### src/rtl/riscv_defs.sv
// RV32I encoding constants shared by the encoder/loader and its field packer.
// Also holds opcode-to-format classification and the immediate range helper.
package riscv_defs;

   localparam logic [6:0] OPC_LUI    = 7'b0110111;
   localparam logic [6:0] OPC_AUIPC  = 7'b0010111;
   localparam logic [6:0] OPC_JAL    = 7'b1101111;
   localparam logic [6:0] OPC_JALR   = 7'b1100111;
   localparam logic [6:0] OPC_LOAD   = 7'b0000011;
   localparam logic [6:0] OPC_OP_IMM = 7'b0010011;
   localparam logic [6:0] OPC_BRANCH = 7'b1100011;
   localparam logic [6:0] OPC_STORE  = 7'b0100011;
   localparam logic [6:0] OPC_OP     = 7'b0110011;
   localparam logic [6:0] OPC_FENCE  = 7'b0001111;

   localparam logic [2:0] F3_SLL = 3'b001;
   localparam logic [2:0] F3_SRX = 3'b101;

   typedef enum logic [2:0] {
      FMT_R   = 3'd0,
      FMT_I   = 3'd1,
      FMT_S   = 3'd2,
      FMT_B   = 3'd3,
      FMT_U   = 3'd4,
      FMT_J   = 3'd5,
      FMT_BAD = 3'd6
   } fmt_t;

   // FENCE is deliberately unsupported so the round trip matches the decoder.
   function automatic fmt_t opcode_fmt(input logic [6:0] op);
      fmt_t f;
      case (op)
         OPC_LUI, OPC_AUIPC:            f = FMT_U;
         OPC_JAL:                       f = FMT_J;
         OPC_JALR, OPC_LOAD, OPC_OP_IMM: f = FMT_I;
         OPC_BRANCH:                    f = FMT_B;
         OPC_STORE:                     f = FMT_S;
         OPC_OP:                        f = FMT_R;
         default:                       f = FMT_BAD;
      endcase
      return f;
   endfunction

   // True when imm[31:lsb] are all copies of one bit, i.e. a clean sign extension.
   function automatic logic sext_ok(input logic [31:0] imm, input logic [4:0] lsb);
      logic [31:0] sh;
      sh = 32'($signed(imm) >>> lsb);
      return (sh == 32'h0000_0000) || (sh == 32'hFFFF_FFFF);
   endfunction

endpackage

### src/rtl/instr_field_packer.sv
// Combinational RV32I field packer: decoded fields in, instruction word out,
// plus the format and a flag saying the immediate fits the encoding.
module instr_field_packer
   import riscv_defs::*;
(
   input  logic [6:0]  opcode,
   input  logic [2:0]  funct3,
   input  logic [6:0]  funct7,
   input  logic [4:0]  rd,
   input  logic [4:0]  rs1,
   input  logic [4:0]  rs2,
   input  logic [31:0] imm,
   output logic [31:0] word,
   output fmt_t        fmt,
   output logic        range_ok
);

   logic shift_imm_s;

   assign shift_imm_s = (opcode == OPC_OP_IMM) &&
                        ((funct3 == F3_SLL) || (funct3 == F3_SRX));

   // Pack the fields into the instruction layout selected by the opcode.
   always_comb begin
      word     = 32'h0000_0000;
      range_ok = 1'b0;
      fmt      = opcode_fmt(opcode);
      case (fmt)
         FMT_R: begin
            word     = {funct7, rs2, rs1, funct3, rd, opcode};
            range_ok = 1'b1;
         end
         FMT_I: begin
            if (shift_imm_s) begin
               // Shift-immediates carry funct7 in the upper bits, shamt in imm[4:0].
               word     = {funct7, imm[4:0], rs1, funct3, rd, opcode};
               range_ok = (imm[11:5] == 7'h00) && sext_ok(imm, 5'd11);
            end else begin
               word     = {imm[11:0], rs1, funct3, rd, opcode};
               range_ok = sext_ok(imm, 5'd11);
            end
         end
         FMT_S: begin
            word     = {imm[11:5], rs2, rs1, funct3, imm[4:0], opcode};
            range_ok = sext_ok(imm, 5'd11);
         end
         FMT_B: begin
            word     = {imm[12], imm[10:5], rs2, rs1, funct3, imm[4:1], imm[11], opcode};
            range_ok = (imm[0] == 1'b0) && sext_ok(imm, 5'd12);
         end
         FMT_U: begin
            word     = {imm[31:12], rd, opcode};
            range_ok = (imm[11:0] == 12'h000);
         end
         FMT_J: begin
            word     = {imm[20], imm[10:1], imm[11], imm[19:12], rd, opcode};
            range_ok = (imm[0] == 1'b0) && sext_ok(imm, 5'd20);
         end
         default: begin
            word     = 32'h0000_0000;
            range_ok = 1'b0;
         end
      endcase
   end

endmodule

### src/rtl/instr_encoder_loader.sv
// Accepts decoded RV32I field tuples, encodes them and streams the words into
// instruction memory, one held write per tuple, with sticky done/error flags.
module instr_encoder_loader
   import riscv_defs::*;
#(
   parameter logic [31:0] BASE_ADDR   = 32'h0000_0000,
   parameter int          DEPTH_WORDS = 1024
)(
   input  logic                           clk,
   input  logic                           reset,
   input  logic                           in_valid,
   output logic                           in_ready,
   input  logic [6:0]                     in_opcode,
   input  logic [2:0]                     in_funct3,
   input  logic [6:0]                     in_funct7,
   input  logic [4:0]                     in_rd,
   input  logic [4:0]                     in_rs1,
   input  logic [4:0]                     in_rs2,
   input  logic [31:0]                    in_imm,
   input  logic                           in_last,
   output logic [31:0]                    mem_addr,
   output logic [31:0]                    mem_wdata,
   output logic                           mem_we,
   input  logic                           mem_ack,
   output logic [$clog2(DEPTH_WORDS):0]   words_written,
   output logic                           done,
   output logic                           error
);

   localparam int CW = $clog2(DEPTH_WORDS) + 1;
   localparam logic [CW-1:0] DEPTH_CNT = CW'(DEPTH_WORDS);

   localparam logic [2:0] S_IDLE  = 3'd0;
   localparam logic [2:0] S_ENC   = 3'd1;
   localparam logic [2:0] S_WRITE = 3'd2;
   localparam logic [2:0] S_DONE  = 3'd3;
   localparam logic [2:0] S_ERROR = 3'd4;

   logic [2:0]    state_r;
   logic [6:0]    opcode_r;
   logic [2:0]    funct3_r;
   logic [6:0]    funct7_r;
   logic [4:0]    rd_r;
   logic [4:0]    rs1_r;
   logic [4:0]    rs2_r;
   logic [31:0]   imm_r;
   logic          last_r;
   logic          in_ready_r;
   logic [31:0]   mem_addr_r;
   logic [31:0]   mem_wdata_r;
   logic          mem_we_r;
   logic [CW-1:0] words_written_r;
   logic          done_r;
   logic          error_r;

   logic [31:0]   word_s;
   fmt_t          fmt_s;
   logic          range_ok_s;
   logic          enc_ok_s;

   instr_field_packer u_packer (
      .opcode   (opcode_r),
      .funct3   (funct3_r),
      .funct7   (funct7_r),
      .rd       (rd_r),
      .rs1      (rs1_r),
      .rs2      (rs2_r),
      .imm      (imm_r),
      .word     (word_s),
      .fmt      (fmt_s),
      .range_ok (range_ok_s)
   );

   // A full memory is reported as an error before any write is attempted.
   assign enc_ok_s = range_ok_s && (fmt_s != FMT_BAD) && (words_written_r != DEPTH_CNT);

   // Main FSM with capture registers, write address and word counter.
   always_ff @(posedge clk) begin
      if (reset) begin
         state_r         <= S_IDLE;
         opcode_r        <= 7'h00;
         funct3_r        <= 3'h0;
         funct7_r        <= 7'h00;
         rd_r            <= 5'h00;
         rs1_r           <= 5'h00;
         rs2_r           <= 5'h00;
         imm_r           <= 32'h0000_0000;
         last_r          <= 1'b0;
         in_ready_r      <= 1'b1;
         mem_addr_r      <= BASE_ADDR;
         mem_wdata_r     <= 32'h0000_0000;
         mem_we_r        <= 1'b0;
         words_written_r <= '0;
         done_r          <= 1'b0;
         error_r         <= 1'b0;
      end else begin
         case (state_r)
            S_IDLE: begin
               if (in_valid && in_ready_r) begin
                  opcode_r   <= in_opcode;
                  funct3_r   <= in_funct3;
                  funct7_r   <= in_funct7;
                  rd_r       <= in_rd;
                  rs1_r      <= in_rs1;
                  rs2_r      <= in_rs2;
                  imm_r      <= in_imm;
                  last_r     <= in_last;
                  in_ready_r <= 1'b0;
                  state_r    <= S_ENC;
               end
            end
            S_ENC: begin
               if (enc_ok_s) begin
                  mem_wdata_r <= word_s;
                  mem_we_r    <= 1'b1;
                  state_r     <= S_WRITE;
               end else begin
                  error_r <= 1'b1;
                  state_r <= S_ERROR;
               end
            end
            S_WRITE: begin
               if (mem_ack) begin
                  mem_we_r        <= 1'b0;
                  words_written_r <= words_written_r + CW'(1);
                  mem_addr_r      <= mem_addr_r + 32'd4;
                  if (last_r) begin
                     done_r  <= 1'b1;
                     state_r <= S_DONE;
                  end else begin
                     in_ready_r <= 1'b1;
                     state_r    <= S_IDLE;
                  end
               end
            end
            S_DONE, S_ERROR: begin
               in_ready_r <= 1'b0;
               mem_we_r   <= 1'b0;
            end
            default: begin
               in_ready_r <= 1'b0;
               mem_we_r   <= 1'b0;
               error_r    <= 1'b1;
               state_r    <= S_ERROR;
            end
         endcase
      end
   end

   assign in_ready      = in_ready_r;
   assign mem_addr      = mem_addr_r;
   assign mem_wdata     = mem_wdata_r;
   assign mem_we        = mem_we_r;
   assign words_written = words_written_r;
   assign done          = done_r;
   assign error         = error_r;

endmodule

### config.mk
export PLATFORM = sky130hd
export DESIGN_NAME = instr_encoder_loader
export DESIGN_NICKNAME = d
export VERILOG_FILES = /design/src/rtl/riscv_defs.sv /design/src/rtl/instr_field_packer.sv /design/src/rtl/instr_encoder_loader.sv
export SDC_FILE = /design/constraint.sdc
export NUM_CORES = 1
export LEC_CHECK = 0
export CAP_MARGIN = 10
export CORE_UTILIZATION = 46
export CTS_CLUSTER_DIAMETER = 100
export CTS_CLUSTER_SIZE = 12
export DETAILED_ROUTE_END_ITERATION = 8
export PLACE_DENSITY = 0.74
export SLEW_MARGIN = 10
export SYNTH_ARGS = -nofsm -noshare
export SYNTH_HDL_FRONTEND = slang
export SYNTH_HIERARCHICAL = 1
export SYNTH_SLANG_ARGS = --single-unit
### constraint.sdc
create_clock -name clk -period 2.55 [get_ports clk]
set_input_delay 0.255 -clock clk [delete_from_list [all_inputs] [get_ports clk]]
set_output_delay 0.255 -clock clk [all_outputs]
set_load 0.1 [all_outputs]
==> impl_metrics.py, run 1 <==
metrics = {
    "route": {
        "finalWirelength_mm": 19.3,
        "num_vias": 6595,
        "wl_per_cell_um": 16.2,
        "routed_via_density": 5.52,
        "ant_nets": 0,
        "drt_iter0_markers": 494,
        "drc_errors": 0,
        "drt_first_pass_iters": 6,
    },
    "grt": {
        "grt_pass1_wl_mm": 30.2,
        "antenna_found_initial": 0,
        "grt_pass1_vias": 6017,
        "grt_start_max_net_pins": 64,
        "grt_use_total": 0.261,
        "grt-ovfl-total": 0,
    },
    "timing": {
        "slew_viol_final": 0,
        "worst_slack_ns": -0.0310,
        "setup_viol": 13,
        "period_minus_slack_ns": 2.58,
        "holdWs_ns": 0.268,
        "rsz0062_at_grt": "true",
        "maxClockFrequency_ghz": 0.387,
        "clock_skew_ns": 0.00533,
        "fin_crit_sh": 1.01,
        "hold_viol": 0,
    },
    "clock_network": {
        "h-tree-depth": 4,
        "clk_latency_ns": 0.42,
        "clk_pin_slew_worst_paths_ns": 0.06,
        "tritoncts": "yes",
        "clock_sinks": 145,
        "clock_tree.root_cell": "clkbuf_16",
        "numCtsBuffers": 17,
        "cts_buffer_depth": 2,
    },
    "critical_path": {
        "crit_fanout": 8,
        "critPathTopFamily": "simple AND/OR/NAND/NOR gates",
        "crit_path_max_incr_delay_ns": 0.54,
        "required_ns": 2.90,
        "crit_arrival_ns": 2.93,
        "path_buf_inv": 2,
        "start_kind": "flop",
        "worstSetupPathType": "reg -> reg",
        "slowest_stage": "or4_4",
        "path_cells": "or4_4 > nor4_4 > or3_4 > a21oi_2 > o311ai_2 > o21ai_2 > nor4b_4 > buf_6 > clkbuf_16 > mux2i_1",
        "cp-end-kind": "flop",
    },
    "layout": {
        "ff_latch_area_sq_mm": 0.00292,
        "fin_area_sq_mm": 0.00913,
        "nFillCells": 1215,
        "fin_nets": 1073,
        "layout-drive-gt1-share": 0.205,
        "layout_commonest_cell": "nand2_1",
        "area_growth_syn_to_layout_pct": 37.5,
        "multiInputGateArea_sq_mm": 0.00347,
        "layout.cells.most_common_list": "nand2_1, dfxtp_1, buf_4, a21oi_1, clkdlybuf4s50_1",
        "diodes": 0,
    },
    "place": {
        "dp.final_hpwl_mm": 13.1,
        "post_dp_cell_area_sq_mm": 0.00830,
        "io_buffers": 145,
        "gp_congestion": 0.866,
    },
    "synth": {
        "synth-simple-area-share": 0.273,
        "synth_mux_area_frac": 0.0500,
        "synth_area_sq_mm": 0.00664,
        "synthCells": 833,
        "netlist.top_cell.by_area": "dfxtp_1",
        "ys_seq_elements": 145,
        "ys_types": 62,
        "synth_compound_area_frac": 0.158,
        "postSynth.asyncResetShare": 0,
        "synth_area_leaders": "dfxtp_1, nand2_1, a21oi_1",
        "synth_edf_count": 0,
        "synth_top_family_by_area": "simple AND/OR/NAND/NOR gates",
        "avgSynthCellArea_sq_um": 7.97,
        "ys.flop_type": "dfxtp_1",
        "yosysSeqAreaShare": 0.437,
        "synthAdderAreaFrac": 0.00566,
        "synthXorXnorAreaFrac": 0.0224,
        "ys.warnings.count": 6,
        "synth_top_area_share": 0.437,
    },
    "floorplan": {
        "io_pins": 148,
        "start_util": 0.475,
        "die_w_um": 122,
        "dieArea_sq_mm": 0.0149,
        "die_height_um": 122,
        "core_sq_mm": 0.0140,
        "row_count": 43,
    },
    "power": {
        "p_per_area_mw_per_mm2": 699,
        "leakage_nw": 3.50,
        "ir_worst_vdd_v": 0.000416,
        "p_total_w": 0.00638,
    },
    "run_status": {
        "status": "finished, violations left",
        "violations": "setup timing",
    },
    "flow_run": {
        "cap_violations": 0,
    },
    "worst_hold_path": {
        "hold_class": "in -> reg",
    },
}
-- path summary, 6_finish.rpt --
check / start / slack (ns) / cells after the start / endpoint
max: imm_r[10] / -0.03 / 10 / mem_wdata[1]
min: reset / 0.27 / 2 / mem_addr[8]
max reg2reg: imm_r[10] / -0.03 / 10 / mem_wdata[1]
min reg2reg: funct7_r[0] / 0.46 / 2 / funct7_r[0]
-- registers in the layout, summed over array words and instances (netlist names) --
signal	flops
done	1
error	1
funct3_r	3
funct7_r	7
imm_r	32
in_ready	1
last_r	1
mem_addr	30
mem_wdata	32
mem_we	1
opcode_r	7
rd_r	5
rs1_r	5
rs2_r	5
state_r	3
words_written	11
-- cell usage after synthesis (3+ instances only) --
master and n:
buf_6 5, a22o_1 8, a222oi_1 7, nor3_1 12, nand2b_1 3, ha_1 3
or3_1 11, nand4_1 19, and2_1 4, xor2_1 8, o31ai_1 15, dfxtp_1 145
nand2_1 234, buf_4 3, clkbuf_1 40, nor4_1 11, nand3_1 11, inv_1 21
and3_1 3, a221o_1 4, buf_2 7, nor2b_1 5, a21oi_2 3, xnor2_1 9
a22oi_1 4, a21oi_1 97, o21ai_0 19, mux2i_1 32, nor2_1 32, or4_1 18
-- cells by family after synthesis --
kind of cell,count (synthesis)
adder cells (fa/ha/maj),3
AND/OR/NAND/NOR,385
flip-flops,145
multiplexers,33
buffers and inverters,78
XOR/XNOR,17
other,1
AO/OA/AOI/OAI,171
-- report_power, final --
group	switching [W]	internal [W]	total, W	leakage (nW)
clock network	0.000948	0.00173	0.00268	0.312
registers	0.000152	0.00243	0.00259	1.18
logic	0.000647	0.000463	0.00111	2.01
total	0.00175	0.00463	0.00638	3.50
-- per-layer routing --
layer / up-vias / GRT usage / routed length, um
met3: 37 / 0.0669 / 1320
met2: 212 / 0.423 / 9030
met4: 0 / 0.107 / 505
met1: 3108 / 0.329 / 8470
met5: - / 0 / 0
li1: 3238 / - / -
-- stage by stage --
step | worst slack, ns | instances | utilization | setup TNS [ns]
2_1_floorplan | -0.0256 | 834 | - | -0.0256
3_3_place_gp | -0.158 | 1155 | 0.593 | -4.93
3_5_place_dp | -0.226 | 1155 | 0.593 | -6.67
4_1_cts | -0.173 | 1194 | 0.647 | -5.07
5_1_grt | -0.225 | 1194 | 0.652 | -5.52
6_report | -0.0310 | 1194 | 0.652 | -0.251
-- layout make-up --
type	count	share of cell area
multi-input combinational	611	0.380
sequential	145	0.320
tap	180	0.0247
timing repair buffer	205	0.197
inverter	21	0.00864
clock inverter	10	0.0170
clock buffer	22	0.0531
-- worst reg2reg max path: cells and delay by family (launching register included) --
| family | cells | cell delay [ns] |
|---|---|---|
| flip-flops | 1 | 0.32 |
| AO/OA/AOI/OAI | 3 | 0.43 |
| buffers and inverters | 2 | 0.37 |
| multiplexers | 1 | 0.18 |
| AND/OR/NAND/NOR | 4 | 1.21 |
-- what timing repair did --
item | in CTS | in global routing
pin swaps | 2 | 3
gates resized for setup | 9 | 10
hold buffers | 0 | 0
setup endpoints to repair | 34 | 34
gates cloned | 3 | 2
setup buffers | 4 | 0
Power figures use the tool's default switching activity.
==> run 2: changes to the inputs <==
- ABC_CLOCK_PERIOD_IN_PS: unset -> 2550
==> results of run 2 <==
The final DEF is identical to that of run 1; final timing and power are the same.
==> run 3: changes to the inputs <==
- CELL_PAD_IN_SITES_DETAIL_PLACEMENT: unset -> 0
- CELL_PAD_IN_SITES_GLOBAL_PLACEMENT: unset -> 1
- CORE_UTILIZATION: 46 -> 33
- PLACE_DENSITY: 0.74 -> 0.73
==> run 3 against run 2 <==
The flow still finishes with violations (setup timing). Largest cell class unchanged. Clock power up 4%. Sequential cell count unchanged. Clock skew up 0.0019 ns. Non-clock buffer count down 16. Cell count up 5.8%. Die area up 39%. Global-route usage down 6.7 points. Highest routed layer unchanged. Routed wire length up 1.7%.
==> impl_metrics.py, run 3 (synthesis results as in run 1) <==
metrics = {
    "run_status": {
        "status": "finished, violations left",
        "violations": "setup timing",
    },
    "timing": {
        "setup_viol": 27,
        "hold_viol": 0,
        "fin_crit_sh": 1.03,
        "rsz0062_at_grt": "true",
        "maxSlewHeadroom": 0.607,
        "maxClockFrequency_ghz": 0.382,
        "slew_viol_final": 0,
        "worst_slack_ns": -0.0711,
        "tns_ns": -1.11,
        "period_minus_slack_ns": 2.62,
        "worst_slew_pin_slew_ns": 0.590,
        "clock_skew_ns": 0.00719,
    },
    "critical_path": {
        "path_buf_inv": 2,
        "crit_arrival_ns": 2.97,
        "start_kind": "flop",
        "cp-end-kind": "flop",
        "r2r-start": "imm_r[10]",
        "worst-path-stages": 10,
        "crit_end": "mem_wdata[0]",
        "reg2reg_to": "mem_wdata[0]",
        "critPathTopFamily": "simple AND/OR/NAND/NOR gates",
        "cp-startpoint": "imm_r[10]",
        "crit_fanout": 12,
        "worstSetupPathType": "reg -> reg",
        "required_ns": 2.90,
        "crit_path_max_incr_delay_ns": 0.53,
        "reg2reg_slack_ns": -0.07,
        "worst_r2r_path_depth": 10,
        "path_cells": "or4_4 > nor4_4 > or3_1 > a21oi_1 > o311ai_1 > o21ai_1 > nor4b_2 > buf_4 > buf_12 > mux2i_1",
        "slowest_stage": "or4_4",
    },
    "place": {
        "placed_cells": 1229,
        "dp.final_hpwl_mm": 13.7,
        "gp_congestion": 0.831,
        "io_buffers": 145,
    },
    "grt": {
        "grt_pass1_wl_mm": 30.6,
        "grt_start_max_net_pins": 113,
        "grt_pass1_vias": 5807,
        "grt-ovfl-total": 0,
        "antenna_found_initial": 0,
        "grt_use_total": 0.194,
    },
    "clock_network": {
        "cts_buffer_depth": 2,
        "h-tree-depth": 4,
        "tritoncts": "yes",
        "numCtsBuffers": 17,
        "clk_latency_ns": 0.43,
        "clock_sinks": 145,
        "clock_tree.root_cell": "clkbuf_16",
        "clk_pin_slew_worst_paths_ns": 0.06,
    },
    "floorplan": {
        "die_w_um": 144,
        "io_pins": 148,
        "core_sq_mm": 0.0196,
        "start_util": 0.339,
        "dieArea_sq_mm": 0.0207,
        "die_height_um": 144,
        "row_count": 51,
    },
    "layout": {
        "area_growth_syn_to_layout_pct": 36.5,
        "nFillCells": 1956,
        "layoutNonFillerInstCount": 1263,
        "fin_nets": 1057,
        "layout-drive-gt1-share": 0.187,
        "diodes": 0,
        "layout.cells.most_common_list": "nand2_1, dfxtp_1, buf_4, a21oi_1, clkdlybuf4s50_1",
        "layout_commonest_cell": "nand2_1",
    },
    "power": {
        "swShare": 0.278,
        "ir_worst_vdd_v": 0.000484,
        "leakage_nw": 3.36,
        "clockPowerShare": 0.436,
        "netSwitchingPower_w": 0.00178,
        "p_per_area_mw_per_mm2": 707,
        "pwr-share-comb": 0.160,
        "power_frac_seq": 0.404,
        "intPower_w": 0.00463,
    },
    "route": {
        "finalWirelength_mm": 19.7,
        "drt_first_pass_iters": 4,
        "drc_errors": 0,
        "num_vias": 6289,
        "ant_nets": 0,
        "routed_via_density": 4.98,
        "wl_per_cell_um": 15.6,
        "drt_iter0_markers": 404,
    },
    "flow_run": {
        "cap_violations": 0,
    },
    "worst_hold_path": {
        "hold_class": "in -> reg",
    },
}
-- run 3: stage by stage --
step,total power [W],util,setup WS [ns],hold WS [ns],cell area (sq um)
2_1_floorplan,0.00324,-,-0.0256,0.391,6660
5_1_grt,0.00670,0.462,-0.191,0.230,9060
4_1_cts,0.00647,0.462,-0.0711,0.221,9060
6_report,0.00641,0.462,-0.0711,0.228,9060
3_5_place_dp,0.00365,0.426,-0.115,0.448,8350
3_3_place_gp,0.00365,0.426,-0.0205,0.445,8350
-- run 3: worst min path at each step --
| stage | from | endpoint | slack, ns | depth (start not counted) |
|---|---|---|---|---|
| finish | reset | in_ready | 0.23 | 3 |
| CTS | reset | in_ready | 0.22 | 3 |
| global route | reset | in_ready | 0.23 | 3 |
| floorplan | in_funct3[2] | funct3_r[2] | 0.39 | 2 |
| detailed placement | rd_r[4] | rd_r[4] | 0.45 | 2 |
| global placement | rd_r[4] | rd_r[4] | 0.44 | 2 |
-- run 3: layout make-up --
type,instances,area [sq um],share of cell area
clock buffer,19,453,0.0500
multi-input combinational,611,3410,0.377
inverter,21,78.8,0.00870
timing repair buffer,189,1660,0.183
tap,265,332,0.0366
sequential,145,2920,0.322
clock inverter,13,209,0.0231
-- run 3: repair_timing --
| item | 4_1_cts | 5_1_grt |
|---|---|---|
| setup endpoints to repair | 26 | 31 |
| buffers inserted | 1 | 0 |
| gates resized for setup | 5 | 0 |
| hold buffers | 0 | 0 |
| cloned | 1 | 0 |
-- run 3: worst min-delay path, stage by stage --
cell and delay (ns):
buf_4 0.11, inv_2 0.13, o221ai_1 0.10
-- run 3: power by group through the flow --
stage	logic (W)	registers, W	clock network [W]
floorplan	0.000586	0.00266	0
global placement	0.00102	0.00263	0
detailed placement	0.00102	0.00263	0
CTS	0.00103	0.00259	0.00284
global route	0.00114	0.00261	0.00295
finish	0.00102	0.00259	0.00279
-- run 3: layer usage --
layer  track usage  wire length, um  vias up
met1         0.254             9020     2916
met5             0                0        -
met4        0.0616              247        0
met2         0.304             9090      148
li1              -                -     3208
met3        0.0590             1290       17
